--- src/rtl/key_schedule_if.sv ---
// key_schedule_if: round-stage, control and key-store read signals of the key schedule controller
interface key_schedule_if;
  logic         START;
  logic [0:127] CIPHER_KEY;
  logic [0:127] ROUND_PREV_KEY;
  logic [0:31]  ROUND_RCON;
  logic [0:127] ROUND_NEW_KEY;
  logic         BUSY;
  logic         DONE;
  logic         KEY_VALID;
  logic [3:0]   RD_ADDR;
  logic [0:127] RD_KEY;
  modport slave (
    input  START, CIPHER_KEY, ROUND_NEW_KEY, RD_ADDR,
    output ROUND_PREV_KEY, ROUND_RCON, BUSY, DONE, KEY_VALID, RD_KEY
  );
  modport master (
    output START, CIPHER_KEY, ROUND_NEW_KEY, RD_ADDR,
    input  ROUND_PREV_KEY, ROUND_RCON, BUSY, DONE, KEY_VALID, RD_KEY
  );
endinterface

--- src/rtl/key_schedule_controller.sv ---
// key_schedule_controller: sequences AES-128 key expansion over ten rounds and buffers K0..K10
module key_schedule_controller #(
  parameter int SUBWORD_LATENCY = 1
) (
  input logic         CLK,
  input logic         RST,
  key_schedule_if.slave bus
);
  typedef enum logic [1:0] {S_IDLE, S_WAIT, S_CAPT, S_DONE} state_t;
  // with no SubWord latency the round stage answers combinationally, so WAIT is skipped
  localparam state_t S_FIRST = (SUBWORD_LATENCY == 0) ? S_CAPT : S_WAIT;
  state_t       state, state_nx;
  logic [3:0]   round;
  logic [1:0]   cnt;
  logic [0:127] prev;
  logic [0:7]   rc;
  logic         busy, done, key_valid;
  logic [0:127] store [0:10];
  logic         go, last;
  assign go   = (state == S_IDLE || state == S_DONE) && bus.START;
  assign last = round == 4'd10;
  always_comb begin
    state_nx = go ? S_FIRST
             : state == S_WAIT ? (cnt == 2'd1 ? S_CAPT : S_WAIT)
             : state == S_CAPT ? (last ? S_DONE : S_FIRST)
             : state;
  end
  always_ff @(posedge CLK) begin
    if (RST) state <= S_IDLE;
    else     state <= state_nx;
  end
  always_ff @(posedge CLK) begin
    if (RST) begin
      round     <= '0;
      cnt       <= '0;
      prev      <= '0;
      rc        <= '0;
      busy      <= 1'b0;
      done      <= 1'b0;
      key_valid <= 1'b0;
      for (int i = 0; i < 11; i++) store[i] <= '0;
    end else begin
      done <= 1'b0;
      if (go) begin
        store[0]  <= bus.CIPHER_KEY;
        prev      <= bus.CIPHER_KEY;
        rc        <= 8'h01;
        round     <= 4'd1;
        cnt       <= 2'(SUBWORD_LATENCY);
        key_valid <= 1'b0;
        busy      <= 1'b1;
      end else if (state == S_WAIT) begin
        cnt <= cnt - 2'd1;
      end else if (state == S_CAPT) begin
        store[round] <= bus.ROUND_NEW_KEY;
        prev         <= bus.ROUND_NEW_KEY;
        rc           <= {rc[1:7], 1'b0} ^ (rc[0] ? 8'h1b : 8'h00);
        if (last) begin
          busy      <= 1'b0;
          key_valid <= 1'b1;
          done      <= 1'b1;
        end else begin
          round <= round + 4'd1;
          cnt   <= 2'(SUBWORD_LATENCY);
        end
      end
    end
  end
  assign bus.ROUND_PREV_KEY = prev;
  assign bus.ROUND_RCON     = {rc, 24'h0};
  assign bus.BUSY           = busy;
  assign bus.DONE           = done;
  assign bus.KEY_VALID      = key_valid;
  assign bus.RD_KEY         = bus.RD_ADDR <= 4'd10 ? store[bus.RD_ADDR] : '0;
endmodule

--- src/flat_wrapper.sv ---
// flat-port wrapper written by rule: the top's interface ports become plain ports
module key_schedule_controller_flat 
#(
  parameter int SUBWORD_LATENCY = 1
)
  (CLK, RST, bus_START, bus_CIPHER_KEY, bus_ROUND_NEW_KEY, bus_RD_ADDR, bus_ROUND_PREV_KEY, bus_ROUND_RCON, bus_BUSY, bus_DONE, bus_KEY_VALID, bus_RD_KEY);
  key_schedule_if bus_i ();
  input logic CLK;
  input logic RST;
  input wire logic [$bits(bus_i.START)-1:0] bus_START;
  input wire logic [$bits(bus_i.CIPHER_KEY)-1:0] bus_CIPHER_KEY;
  input wire logic [$bits(bus_i.ROUND_NEW_KEY)-1:0] bus_ROUND_NEW_KEY;
  input wire logic [$bits(bus_i.RD_ADDR)-1:0] bus_RD_ADDR;
  output wire logic [$bits(bus_i.ROUND_PREV_KEY)-1:0] bus_ROUND_PREV_KEY;
  output wire logic [$bits(bus_i.ROUND_RCON)-1:0] bus_ROUND_RCON;
  output wire logic [$bits(bus_i.BUSY)-1:0] bus_BUSY;
  output wire logic [$bits(bus_i.DONE)-1:0] bus_DONE;
  output wire logic [$bits(bus_i.KEY_VALID)-1:0] bus_KEY_VALID;
  output wire logic [$bits(bus_i.RD_KEY)-1:0] bus_RD_KEY;
  assign bus_i.START = bus_START;
  assign bus_i.CIPHER_KEY = bus_CIPHER_KEY;
  assign bus_i.ROUND_NEW_KEY = bus_ROUND_NEW_KEY;
  assign bus_i.RD_ADDR = bus_RD_ADDR;
  assign bus_ROUND_PREV_KEY = bus_i.ROUND_PREV_KEY;
  assign bus_ROUND_RCON = bus_i.ROUND_RCON;
  assign bus_BUSY = bus_i.BUSY;
  assign bus_DONE = bus_i.DONE;
  assign bus_KEY_VALID = bus_i.KEY_VALID;
  assign bus_RD_KEY = bus_i.RD_KEY;
  key_schedule_controller #(.SUBWORD_LATENCY(SUBWORD_LATENCY)) u_core (.CLK(CLK), .RST(RST), .bus(bus_i));
endmodule
--- config.mk ---
export PLATFORM = sky130hd
export DESIGN_NAME = key_schedule_controller_flat
export DESIGN_NICKNAME = d
export VERILOG_FILES = /design/src/rtl/key_schedule_if.sv /design/src/rtl/key_schedule_controller.sv /design/src/flat_wrapper.sv
export SDC_FILE = /design/constraint.sdc
export NUM_CORES = 2
export LEC_CHECK = 0
export BUFFER_PORTS_ARGS = -buffer_cell sky130_fd_sc_hd__buf_4
export CORE_MARGIN = 8
export CORE_UTILIZATION = 40
export DETAILED_ROUTE_END_ITERATION = 8
export GPL_TIMING_DRIVEN = 1
export PLACE_DENSITY_LB_ADDON = 0.25
export RECOVER_POWER = 50
export SLEW_MARGIN = 10
export SYNTH_ARGS = -nofsm -noshare
export SYNTH_HDL_FRONTEND = slang
export SYNTH_SLANG_ARGS = --single-unit
--- constraint.sdc ---
create_clock -name CLK -period 9.11 [get_ports CLK]
set_input_delay 0.4555 -clock CLK [delete_from_list [all_inputs] [get_ports CLK]]
set_output_delay 0.4555 -clock CLK [all_outputs]
set_load 0.02 [all_outputs]
-- Yosys cells after proc, flatten, opt, wreduce, memory -nomap -nowiden
Memory sizes are Yosys's and may differ from the RTL's.
Cells that the tools add are included.
- add/sub/neg operators: 2
- multiply operators: 0
- divide/modulo/power cells: 0
- magnitude comparators: 1
- eq/ne operators: 9
- shift-type cells: 0
- mux-type cells: 40
- bitwise gates (word level): 5
- reductions and logical operators: 18
- operator list (cell ; count):
    $mux 128 ; 6
    $reduce_or 128->1 ; 1
    $mux 1 ; 25
    $mux 2 ; 7
    $reduce_and 3->1 ; 4
    $reduce_and 2->1 ; 4
    $xor 8x5->8 ; 1
    $reduce_bool 2->1 ; 3
    $mux 5 ; 1
    $add 4x1->4 const B ; 1
    $eq 2x1->1 const B ; 2
    $eq 2x2->1 const B ; 2
    $eq 4x4->1 const B ; 1
    $le 4x4->1 const B ; 1
    $mux 4 ; 1
    $ne 2x1->1 const B ; 2
    $reduce_or 4->1 ; 1
    $ne 3x2->1 const B ; 1
    $not 1->1 ; 3
    $reduce_bool 3->1 ; 1
    $logic_not 2->1 ; 1
    $ne 2x2->1 const B ; 1
    $reduce_or 2->1 ; 1
    $sub 2x1->2 const B ; 1
    3 further kinds ; 3
- register bits after elaboration: 147
- latch bits: 0
- RAM bits: 1408
- ROM bits: 0
- bits of input ports: 263
- output and inout port bits: 291
- logic and storage cells: 88
- memories kept: 1
- memory list (name ; words ; width ; read ports ; clocked after memory_dff ; wr ports ; RTL line ; text):
    u_core.store ; 11 ; 128 ; 1 ; 0 ; 11 ; key_schedule_controller.sv:18 ; logic [0:127] store [0:10];

-- Depth between registers and ports, before layout
- depth in word-level cells: 8
- depth in mapped cells: 11
- gate-level depth less buffers: 6

-- Least setup slack after synthesis
OpenSTA, ideal clock, no wires.
- kind: input -> register
- from: in RST
- to: mem u_core.store[9][0] (netlist name) (enable)
- data arrival time: 6563 ps
- data required time: 8494 ps
- path slack: 1930 ps
- cell stages on the path: 5
- cells stage by stage: buf_2 > clkbuf_1 > clkbuf_1 > a311oi_1 > nor2_1
- RTL lines (element ; RTL line ; text):
    start, declared ; flat_wrapper.sv:9 ; input logic RST;
    end, declared ; key_schedule_controller.sv:18 ;

-- Worst setup path in the final report
- from: reg u_core.state[0]
- to: reg u_core.prev, in the netlist u_core.bus.ROUND_PREV_KEY[70]
- longest elaborated chain between the ends: 5
- RTL lines (element ; RTL line ; text):
    start, declared ; key_schedule_controller.sv:12 ; state_t state, state_nx;
    start signal, assigned ; key_schedule_controller.sv:30 ; else state <= state_nx;
    $eq 2x2->1 or $logic_not 2->1 (tied branches) ; key_schedule_controller.sv:20 ; assign go = (state == S_IDLE || state == S_DONE) && bus.START;
    $logic_or 1x1->1 ; key_schedule_controller.sv:20 ;
    $logic_and 1x1->1 ; key_schedule_controller.sv:20 ;
    $ne 2x1->1 (no line) or $reduce_bool 2->1 (tied branches) ; -- ;
    $reduce_and 2->1 (no line) ; -- ;
    end signal, assigned ; key_schedule_controller.sv:46 ; prev <= bus.CIPHER_KEY;
    end signal, assigned ; key_schedule_controller.sv:56 ; prev <= bus.ROUND_NEW_KEY;
    end, declared ; key_schedule_controller.sv:15 ; logic [0:127] prev;
Several ways; a longest one is shown, not always the timed one.
A chain may end at the register's enable or synchronous reset.

==> out/metrics.csv <==
metric,value,unit
status,finished with violations,
failing checks,"capacitance limit, slew limit",
CP Capture Type,flip-flop,
Clock Skew,0.0312,ns
TritonCTS Sinks,1555,
asr flop ratio synth,0,%
LEAKAGE,29.1,nW
clk slew on worst S/H paths,0.06,ns
largest net degree at the start of global routing,147,
GRT Util Overall,23.1,%
CTS root buffer,clkbuf_16,
DR iter-0 viols,4564,
reg2reg path depth,8,
final core utilization,47.5,%
Net Sw Power,5.17,mW
"area leader, netlist",edfxtp_1,
Syn Inst Count,5708,
worst min path class,in -> reg,
ranking of synthesized cells by instance count,"nor2_1, edfxtp_1, nand2_1",
Max IR drop VDD,0.162,mV
setup TNS,0,ns
vias in the first global route,47900,
Post-CTS Setup Inserts,0,
PortBufs,529,
Row Count,151,
Nets,6435,
Max Slew Vio Count,502,
Area contributors post-synth,"edfxtp_1, mux4_2, dfxtp_1",
clk_lat worst skew,0.82,ns
top-count cell post-synth,nor2_1,
Worst Path Buf+Inv,4,
CP max-delay cell,and2_0,
Chip Width,429,um
hold_buf cts,256,
Core ar.,170000,um2
RSZ-0062 raised after global routing,false,
clock share of power,37.5,%
CTS Buffer Depth,3,
hold path endpoint,u_core.bus.BUSY,
"Hold Violations, Final",0,
share of power burned in registers,46.0,%
DP Wirelength,125,mm
Worst setup SP type,flip-flop,
RePlAce Congestion,0.823,
Max-Cap Viols,12,
reg-to-reg setup timing slack,2.61,ns
Synth-to-Final Area Change,18.0,%
post-synthesis cell area,68400,um2
Most common cell on crit path,buf_4,
number of I/O pins,554,
crit-path max cell delay,2.94,ns
Worst Max-Slew Pin Slew,4.03,ns
Crit path max-delay family,simple AND/OR/NAND/NOR gates,
sequential fraction of the synthesis area,64.3,%
CTS tree,built,
GRT Residual Overflow,0,
Final Critical Period,6.50,ns
internal power,13.2,mW
pwr dens,227,nW/um2
WP data required,9.86,ns
die height,429,um
worst-path cell chain,inv_1 -> ha_1 -> and2_0 -> buf_4 -> buf_4 -> nand2_1 -> a311oi_1 -> dlygate4sd3_1,
critical path class,reg -> reg,
RR Startpoint,u_core.state[0],
top_reg_cell synth,edfxtp_1,
FMAX,154,MHz
top fanout value on the critical path,80,
Critical Path AT,7.26,ns
die area,184000,um2
vias,47100,
Tcrit/Tclk final,71.4,%
Synth Register Bits,1555,
cell count along the critical path,8,
Comb power frac,16.5,%
Yosys warnings,0,
first-pass GRT wire length,323,mm
via/cell ratio,5.52,
DRT Wirelength,220,mm
Final setup viols,0,
Post-CTS Resized,0,
residual DRC count,0,
Min-Delay Path Depth,2,
Synth Area per Inst,12.0,um2
share of cells above drive strength 1,14.9,%
antenna violations before repair,4,
H-tree depth,4,
Routed Antenna Nets,0,
Worst Hold Launch,RST,
TritonRoute pass-1 iters,6,
RR Endpoint,u_core.bus.ROUND_PREV_KEY[70],
starting density of the core,40.3,%
"EDFF count, synth",1280,
drt wl/cell,25.8,um
cts bufs inserted,165,
max_slew headroom,-169,%
switching share of power,28.2,%
Synth cell types,38,
top cell type's share of synthesized area,56.2,%
==> how the worst max path moves through the flow <==
stage	slack, ns	from	endpoint
3_3_place_gp	4.52	bus_RD_ADDR[0]	bus_RD_KEY[36]
3_5_place_dp	4.51	bus_RD_ADDR[0]	bus_RD_KEY[36]
4_1_cts	4.49	bus_RD_ADDR[0]	bus_RD_KEY[36]
6_report	2.61	u_core.state[0]	u_core.bus.ROUND_PREV_KEY[70]
5_1_grt	2.24	u_core.state[0]	u_core.store[2][92]
2_1_floorplan	1.93	RST	u_core.store[9][0]
==> registers in the layout (all words and copies together) (netlist names) <==
| register | flops |
|---|---|
| u_core.bus.BUSY | 1 |
| u_core.bus.DONE | 1 |
| u_core.bus.KEY_VALID | 1 |
| u_core.bus.ROUND_PREV_KEY | 128 |
| u_core.cnt | 2 |
| u_core.rc | 8 |
| u_core.round | 4 |
| u_core.state | 2 |
| u_core.store | 1408 |
==> cell families (layout without fill, tap and decap cells) <==
group | Yosys count | after routing | share of synthesized area [%]
AOI/OAI and AO/OA | 665 | 665 | 6.58
other | 1 | 27 | 0.00548
muxes | 388 | 388 | 10.4
xor gates and xnor gates | 5 | 5 | 0.0641
DFF | 1555 | 1555 | 64.3
buffers and inverters | 722 | 1302 | 4.77
and+or+nand+nor | 2366 | 2366 | 13.8
adders and majority gates | 6 | 6 | 0.110
==> metal layers <==
metal | GRT usage, % | vias up | share of wire, %
met1 | 28.8 | 24200 | 39
li1 | - | 21000 | -
met5 | 0 | - | 0
met2 | 41.2 | 1661 | 52
met3 | 3.14 | 309 | 5.6
met4 | 8.05 | 0 | 3.4
==> stage by stage <==
step	cells	hold WS, ns	setup WS, ns	power (mW)	instance area (um2)
2_1_floorplan	5731	0.425	1.93	10.4	68500
3_3_place_gp	7961	0.433	4.52	11.5	73300
3_5_place_dp	7961	0.442	4.51	11.5	73300
4_1_cts	8529	0.0651	4.49	18.6	81400
5_1_grt	8532	0.108	2.24	18.9	80700
6_report	8532	0.157	2.61	18.3	80700
==> power groups by stage <==
stage | combinational, mW | clock (mW) | sequential (mW)
after CTS | 3.16 | 6.98 | 8.42
after global placement | 2.90 | 0 | 8.55
after detailed placement | 2.92 | 0 | 8.57
final | 3.02 | 6.88 | 8.43
after floorplan | 1.61 | 0 | 8.75
after global routing | 3.24 | 7.23 | 8.47
==> layout make-up <==
cell class	count	area, um2
tap	2218	2780
sequential	1555	43900
timing repair buffer	855	6510
multi-input combinational	3454	21400
inverter	135	507
antenna	3	7.51
fill	15200	89000
clock buffer	226	4550
clock inverter	86	982
==> cell usage in the layout (no fill, tap or decap), drive strengths merged, types with 2 or more instances in the layout <==
cell	n
nand2b	14
o21ai	130
ha	6
diode	3
mux4	256
nand3	6
dlygate4sd3	256
nor2	1425
nor3	2
clkinvlp	4
edfxtp	1280
nand4	3
o211ai	128
nor2b	5
xor2	2
a21o	128
a211oi	5
a21oi	138
nand3b	130
nand2	773
a41oi	2
and2	2
clkbuf	406
conb	24
or3b	2
buf	419
xnor2	3
inv	146
clkinv	58
dfxtp	275
bufinv	13
mux2i	132
a311oi	132
==> worst reg2reg max path: cells and delay by family (launching register included) <==
| kind | cells | cell delay [ns] |
|---|---|---|
| buffers and inverters | 4 | 2.16 |
| AO/OA/AOI/OAI | 1 | 0.26 |
| adder cells (fa/ha/maj) | 1 | 0.49 |
| AND/OR/NAND/NOR | 2 | 3.19 |
| flip-flops | 1 | 0.35 |
No activity file was read; power rests on OpenSTA's default activity.
